File: config.mk
export PLATFORM = sky130hd
export DESIGN_NAME = mem_wb_stage
export DESIGN_NICKNAME = d
export VERILOG_FILES = /design/src/rtl/mem_wb_stage_pkg.sv /design/src/rtl/mem_wb_stage_load_align.sv /design/src/rtl/mem_wb_stage.sv
export SDC_FILE = /design/constraint.sdc
export NUM_CORES = 1
export LEC_CHECK = 0
export ABC_AREA = 1
export CAP_MARGIN = 5
export CORE_ASPECT_RATIO = 0.7
export CORE_MARGIN = 10
export CORE_UTILIZATION = 45
export CTS_BUF_LIST = sky130_fd_sc_hd__clkbuf_8
export DETAILED_ROUTE_END_ITERATION = 8
export HOLD_SLACK_MARGIN = 0.1
export PLACE_DENSITY = 0.84
export SLEW_MARGIN = 10
export SYNTH_ARGS = -nofsm -noshare
export SYNTH_HDL_FRONTEND = slang
export SYNTH_SLANG_ARGS = --single-unit
export TNS_END_PERCENT = 30
File: constraint.sdc
create_clock -name clock -period 6.1 [get_ports clock]
set_input_delay 1.22 -clock clock [delete_from_list [all_inputs] [get_ports clock]]
set_output_delay 1.22 -clock clock [all_outputs]
set_load 0.1 [all_outputs]
File: src/rtl/mem_wb_stage_pkg.sv
// Shared definitions for the MEM/WB boundary.
// LSU opcode constants are also used by the memory stage's load/store decode.
package mem_wb_stage_pkg;

   localparam int unsigned DATA_W     = 32;
   localparam int unsigned ADDR_W     = 32;
   localparam int unsigned REG_ADDR_W = 5;
   localparam int unsigned INST_W     = 32;

   localparam logic [3:0] LD_B  = 4'b0000;
   localparam logic [3:0] LD_H  = 4'b0001;
   localparam logic [3:0] LD_W  = 4'b0010;
   localparam logic [3:0] LD_BU = 4'b1000;
   localparam logic [3:0] LD_HU = 4'b1001;

   typedef struct packed {
      logic                  valid;
      logic [ADDR_W-1:0]     pc;
      logic [INST_W-1:0]     inst;
      logic                  rw_en;
      logic [REG_ADDR_W-1:0] rw_addr;
      logic [DATA_W-1:0]     rw_data;
      logic                  is_load;
      logic [3:0]            lsu_op;
   } mem_wb_t;

endpackage

File: src/rtl/mem_wb_stage_load_align.sv
// load_align: selects the addressed byte/halfword of a word-aligned SRAM
// read and sign/zero-extends it.
// Ports:
//   ld_word    in  32  word-aligned load data
//   offset     in  2   byte offset within the word
//   op         in  4   LSU opcode
//   data       out 32  formatted load result (0 for unknown opcodes)
//   misaligned out 1   halfword at offset 3 or word at nonzero offset
module load_align
   import mem_wb_stage_pkg::*;
(
   input  logic [31:0] ld_word,
   input  logic [1:0]  offset,
   input  logic [3:0]  op,
   output logic [31:0] data,
   output logic        misaligned
);

   logic [7:0]  byte_sel;
   logic [15:0] half_sel;

   always_comb begin
      byte_sel = 8'h00;
      case (offset)
         2'd0:    byte_sel = ld_word[7:0];
         2'd1:    byte_sel = ld_word[15:8];
         2'd2:    byte_sel = ld_word[23:16];
         default: byte_sel = ld_word[31:24];
      endcase

      // offset 3 is the misaligned case; its value is never committed
      half_sel = 16'h0000;
      case (offset)
         2'd0:    half_sel = ld_word[15:0];
         2'd1:    half_sel = ld_word[23:8];
         default: half_sel = ld_word[31:16];
      endcase

      data       = 32'h0000_0000;
      misaligned = 1'b0;
      case (op)
         LD_B:  data = {{24{byte_sel[7]}}, byte_sel};
         LD_BU: data = {24'h00_0000, byte_sel};
         LD_H: begin
            data       = {{16{half_sel[15]}}, half_sel};
            misaligned = (offset == 2'd3);
         end
         LD_HU: begin
            data       = {16'h0000, half_sel};
            misaligned = (offset == 2'd3);
         end
         LD_W: begin
            data       = ld_word;
            misaligned = (offset != 2'd0);
         end
         default: begin
            data       = 32'h0000_0000;
            misaligned = 1'b0;
         end
      endcase
   end

endmodule

File: src/rtl/mem_wb_stage.sv
// mem_wb_stage: MEM->WB pipeline register and load-result formatter.
// Captures the memory stage each cycle, consumes synchronous SRAM read data
// (valid one cycle after the request) and drives the register-file write
// port plus commit info. The SRAM word is buffered across stalls.
// Ports:
//   clock, reset (async, active-high)
//   stall, flush                 pipeline control
//   in_*                         memory-stage instruction fields
//   sram_rd_data                 word-aligned SRAM read data
//   wb_valid, wb_pc, wb_inst     commit info
//   rf_we, rf_waddr, rf_wdata    register-file write port / forwarding source
//   wb_ale                       misaligned-load flag
module mem_wb_stage
   import mem_wb_stage_pkg::*;
#(
   parameter int DATA_WIDTH = 32,
   parameter int ADDR_WIDTH = 32,
   parameter int REG_ADDR_W = 5
) (
   input  logic                  clock,
   input  logic                  reset,
   input  logic                  stall,
   input  logic                  flush,
   input  logic                  in_valid,
   input  logic [ADDR_WIDTH-1:0] in_pc,
   input  logic [31:0]           in_inst,
   input  logic                  in_rw_en,
   input  logic [REG_ADDR_W-1:0] in_rw_addr,
   input  logic [DATA_WIDTH-1:0] in_rw_data,
   input  logic                  in_ram_rd_en,
   input  logic [3:0]            in_lsu_op,
   input  logic [DATA_WIDTH-1:0] sram_rd_data,
   output logic                  wb_valid,
   output logic [ADDR_WIDTH-1:0] wb_pc,
   output logic [31:0]           wb_inst,
   output logic                  rf_we,
   output logic [REG_ADDR_W-1:0] rf_waddr,
   output logic [DATA_WIDTH-1:0] rf_wdata,
   output logic                  wb_ale
);

   mem_wb_t               stage_d, stage_q;
   logic [DATA_WIDTH-1:0] hold_data_d, hold_data_q;
   logic                  hold_valid_d, hold_valid_q;

   logic [DATA_WIDTH-1:0] load_word;
   logic [DATA_WIDTH-1:0] load_data;
   logic                  load_misaligned;

   always_comb begin
      stage_d      = stage_q;
      hold_data_d  = hold_data_q;
      hold_valid_d = hold_valid_q;
      if (flush) begin
         stage_d.valid = 1'b0;
         hold_valid_d  = 1'b0;
      end else if (stall) begin
         // SRAM data is only valid the first cycle after capture; grab it
         // before it is overwritten by whatever the SRAM returns next.
         if (stage_q.valid && stage_q.is_load && !hold_valid_q) begin
            hold_data_d  = sram_rd_data;
            hold_valid_d = 1'b1;
         end
      end else begin
         stage_d.valid   = in_valid;
         stage_d.pc      = in_pc;
         stage_d.inst    = in_inst;
         stage_d.rw_en   = in_rw_en;
         stage_d.rw_addr = in_rw_addr;
         stage_d.rw_data = in_rw_data;
         stage_d.is_load = in_ram_rd_en;
         stage_d.lsu_op  = in_lsu_op;
         hold_valid_d    = 1'b0;
      end
   end

   always_ff @(posedge clock or posedge reset) begin
      if (reset) begin
         stage_q      <= '0;
         hold_data_q  <= '0;
         hold_valid_q <= 1'b0;
      end else begin
         stage_q      <= stage_d;
         hold_data_q  <= hold_data_d;
         hold_valid_q <= hold_valid_d;
      end
   end

   assign load_word = hold_valid_q ? hold_data_q : sram_rd_data;

   load_align u_load_align (
      .ld_word    (load_word),
      .offset     (stage_q.rw_data[1:0]),
      .op         (stage_q.lsu_op),
      .data       (load_data),
      .misaligned (load_misaligned)
   );

   assign wb_valid = stage_q.valid;
   assign wb_pc    = stage_q.pc;
   assign wb_inst  = stage_q.inst;
   assign wb_ale   = stage_q.valid & stage_q.is_load & load_misaligned;
   assign rf_we    = stage_q.valid & stage_q.rw_en & ~wb_ale;
   assign rf_waddr = stage_q.rw_addr;
   assign rf_wdata = stage_q.is_load ? load_data : stage_q.rw_data;

endmodule

==> out/qor.txt <==
========================================================================================================
DRT antenna net count .....................................................................            0
Top cell type's share of synthesized area .................................................        45.5%
Average wire length per cell after detail routing .........................................      16.8 µm
Sequential group share of total power .....................................................        33.8%
1st-iter DRT viols ........................................................................          769
Overall Global Routing Usage ..............................................................        21.3%
Cell taking the most area after synthesis ................................................. sky130_fd_sc_hd__dfrtp_1
Antenna diode count .......................................................................            0
Net count reported at finish ..............................................................         1368
Crit path max fanout ......................................................................           15
Cells along the critical path ............................................................. nor2_1 > inv_1 > nor2_2 > nand2_1 > a21oi_1 > clkdlybuf4s50_1
Post-Syn Area .............................................................................     7760 µm²
Logic depth of the worst register-to-register path ........................................            4
Launch instance of the worst register-to-register path .................................... hold_valid_q$_DFFE_PP0P_
Proportion of power drawn by the clock network ............................................        23.2%
Final Max Slew Viols ......................................................................            0
Worst-case register-to-register setup slack ...............................................      4.31 ns
Ys Warns ..................................................................................            0
Kind of cell with the highest combined delay on the critical path ......................... buffers and inverters
Row count .................................................................................           40
Worst path buffer plus inverter count .....................................................            2
Maximum number of pins on one net before global-route repair ..............................          106
CTS-repair resized insts ..................................................................            0
P_sw ......................................................................................      1.61 mW
Cts hold-fix bufs .........................................................................            0
Number of clock buffers inserted by TritonCTS .............................................           17
Maximum buffer depth of the clock tree ....................................................            2
Via count .................................................................................         7182
Skew-Pair Late Insertion Delay ............................................................      0.47 ns
Placement Cell Area .......................................................................     9730 µm²
Leading cell types by total area after synthesis .......................................... sky130_fd_sc_hd__dfrtp_1 (45%), sky130_fd_sc_hd__nand2_1 (27%), sky130_fd_sc_hd__buf_4 (7.0%)
Global placement routability congestion ...................................................        0.933
Worst IR Drop VDD .........................................................................     0.216 mV
Fraction of final layout cells sized beyond drive strength 1 ..............................        9.22%
Growth of design area from synthesis to finish ............................................        30.7%
Global-route wire length before repair ....................................................      38.2 mm
Hold crit path type .......................................................................   reg -> reg
TritonCTS clock tree ......................................................................          yes
Capture instance of the worst register-to-register path ................................... hold_data_q[25]$_DFFE_PP0P_
RSZ-0062 raised after global routing ......................................................        false
Cell at the slowest stage of the critical path ............................................ sky130_fd_sc_hd__clkdlybuf4s50_1
CTS root buffer ........................................................................... sky130_fd_sc_hd__clkbuf_8
Cell count after synthesis ................................................................         1070
Type of element launching the critical path ...............................................     register
Area enclosed by the die boundary .........................................................    23000 µm²
Number of buffer cells added on primary ports .............................................          247
Final hold vios ...........................................................................            0
Data arrival, critical path ...............................................................      3.25 ns
Most common library cell in the layout ignoring fill and taps ............................. sky130_fd_sc_hd__nand2_1
Per-instance average area after synthesis .................................................     7.25 µm²
Placeable core region .....................................................................    17000 µm²
Number of max-cap violations ..............................................................            0
Filler cell count in the final layout .....................................................         1566
Post-CTS repair timing setup buffer count .................................................            0
Estimated wirelength of the detail-placed design ..........................................      18.3 mm
Number of distinct standard cells referenced by the synthesized netlist ...................           32
Hold worst-path end ....................................................................... stage_q[20]$_DFFE_PP0P_
Initial core utilization ..................................................................        45.6%
Status ....................................................................................    completed
Antenna violations before repair ..........................................................            1
Die Span X ................................................................................       177 µm
Design Area, Final ........................................................................    10100 µm²
Logic pwr share ...........................................................................        43.0%
Leakage Power .............................................................................      5.24 nW
Die Y .....................................................................................       130 µm
Worst-margin pin slew .....................................................................      1.09 ns
Total wire length after detailed routing ..................................................      24.7 mm
Net count of the mapped netlist ...........................................................         1214
Total of flip-flops plus latches after synthesis ..........................................          141
Type of the setup path with the least slack ...............................................   reg -> out
Total congestion overflow .................................................................            0
Post-Route Utilization ....................................................................        59.6%
Setup TNS .................................................................................         0 ns
Share of the yosys chip area belonging to registers .......................................        45.5%
Min cycle time layout .....................................................................      4.47 ns
Hold Crit Start ........................................................................... stage_q[20]$_DFFE_PP0P_
Crit. End Element .........................................................................  output port
Vias in the first global route ............................................................         7103
Number of remaining DRC errors ............................................................            0
Remaining max-slew budget at the tightest pin .............................................        27.1%
Maximum clock skew at final layout ........................................................    0.0124 ns
Hold depth ................................................................................            2
Clock sink count ..........................................................................          141
Final count of negative-setup-slack endpoints .............................................            0
Period Utilization, post-route ............................................................        73.2%
Commonest cells after routing, fill and taps aside ........................................ sky130_fd_sc_hd__nand2_1 (564), sky130_fd_sc_hd__clkdlybuf4s50_1 (215), sky130_fd_sc_hd__dfrtp_1 (141)
Largest incremental delay on the critical path ............................................      1.23 ns
Count of TritonRoute iterations in the first routing pass .................................            5
I/O pin count .............................................................................          248
Design internal power .....................................................................      1.83 mW
Post-CTS clock slew at the launch and capture registers of the worst setup and hold paths .      0.09 ns
Data required time of the critical path ...................................................      4.88 ns
Number of H-tree levels ...................................................................            4
Power density of the placed cells .........................................................   339 nW/µm²
Sw frac ...................................................................................        46.9%
Via density ...............................................................................         4.89
Maximum operating frequency ...............................................................      224 MHz
========================================================================================================
-- power by group through the flow --
stage / sequential [mW] / clock [mW] / combinational [mW]
floorplan: 1.16 / 0 / 1.19
global placement: 1.17 / 0 / 1.47
detailed placement: 1.18 / 0 / 1.48
CTS: 1.16 / 0.811 / 1.49
global route: 1.18 / 0.856 / 1.56
finish: 1.16 / 0.798 / 1.48
-- tightest hold or removal path: stages (launching register included) --
cell and delay, ns:
sky130_fd_sc_hd__dfrtp_1 0.35, sky130_fd_sc_hd__nand2_1 0.05, sky130_fd_sc_hd__nand2_1 0.05
-- registers in the layout, summed over array words and instances (netlist names) --
signal	count
hold_data_q	32
hold_valid_q	1
rf_waddr	5
stage_q	38
wb_inst	32
wb_pc	32
wb_valid	1
-- cells in the mapped netlist --
library cell and number:
sky130_fd_sc_hd__clkbuf_2 1, sky130_fd_sc_hd__nor2_1 46, sky130_fd_sc_hd__nand4_2 1, sky130_fd_sc_hd__a21oi_2 10, sky130_fd_sc_hd__buf_2 20, sky130_fd_sc_hd__inv_1 42, sky130_fd_sc_hd__nand2_1 564, sky130_fd_sc_hd__nand2_2 3
sky130_fd_sc_hd__o21ai_0 34, sky130_fd_sc_hd__nor2_2 2, sky130_fd_sc_hd__nor2_4 1, sky130_fd_sc_hd__mux2_1 1, sky130_fd_sc_hd__buf_6 5, sky130_fd_sc_hd__nand3_2 3, sky130_fd_sc_hd__o21bai_1 4, sky130_fd_sc_hd__clkinv_4 1
sky130_fd_sc_hd__nor2_8 1, sky130_fd_sc_hd__and3_1 1, sky130_fd_sc_hd__a21oi_1 31, sky130_fd_sc_hd__nand3_1 29, sky130_fd_sc_hd__mux2_2 13, sky130_fd_sc_hd__and2_1 4, sky130_fd_sc_hd__nand2_4 1, sky130_fd_sc_hd__nor3_1 4
sky130_fd_sc_hd__buf_4 72, sky130_fd_sc_hd__o211ai_1 2, sky130_fd_sc_hd__o21ai_1 4, sky130_fd_sc_hd__nand4_1 1, sky130_fd_sc_hd__nand3_4 1, sky130_fd_sc_hd__dfrtp_1 141, sky130_fd_sc_hd__inv_2 4, sky130_fd_sc_hd__clkbuf_1 23
-- kinds of logic after synthesis --
group / synth area share [%]
and+or+nand+nor: 33.8
buffers and inverters: 12.5
DFF: 45.5
AOI/OAI and AO/OA: 6.16
muxes: 2.03
-- stage by stage --
step                      instances  hold slack, ns  power [mW]  setup slack, ns
after global placement         1436           0.453        2.64             1.79
final                          1468           0.476        3.44             1.63
after global routing           1468           0.499        3.60             1.42
after CTS                      1468           0.479        3.46             1.63
after detailed placement       1436           0.458        2.66             1.74
after floorplan                1070           0.442        2.35             1.08
-- routing by layer --
metal / global-route usage, % / wire length (µm)
met1: 26.1 / 10300
met2: 33.1 / 11300
met3: 10.4 / 2840
met4: 5.17 / 301
met5: 0 / 18
-- area by class of cell --
cell class,instances,area (µm²),share of cell area [%]
Sequential cell,141,3530,34.8
Tap cell,231,289,2.85
Clock inverter,15,173,1.70
Inverter,47,188,1.85
Multi-Input combinational cell,761,3270,32.2
Timing Repair Buffer,256,2460,24.3
Clock buffer,17,234,2.31
-- worst max-delay path by stage --
stage                                start                 endpoint  slack (ns)  depth (start not counted)
floorplan             wb_valid$_DFFE_PP0N_                    rf_we        1.08                          3
global placement                     stall  stage_q[36]$_DFFE_PP0P_        1.79                          6
detailed placement                   stall   wb_inst[0]$_DFFE_PP0P_        1.74                          6
CTS                 stage_q[1]$_DFFE_PP0P_                   wb_ale        1.63                          6
global route        stage_q[2]$_DFFE_PP0P_                   wb_ale        1.42                          6
finish              stage_q[2]$_DFFE_PP0P_                   wb_ale        1.63                          6
Power figures use the tool's default switching activity.
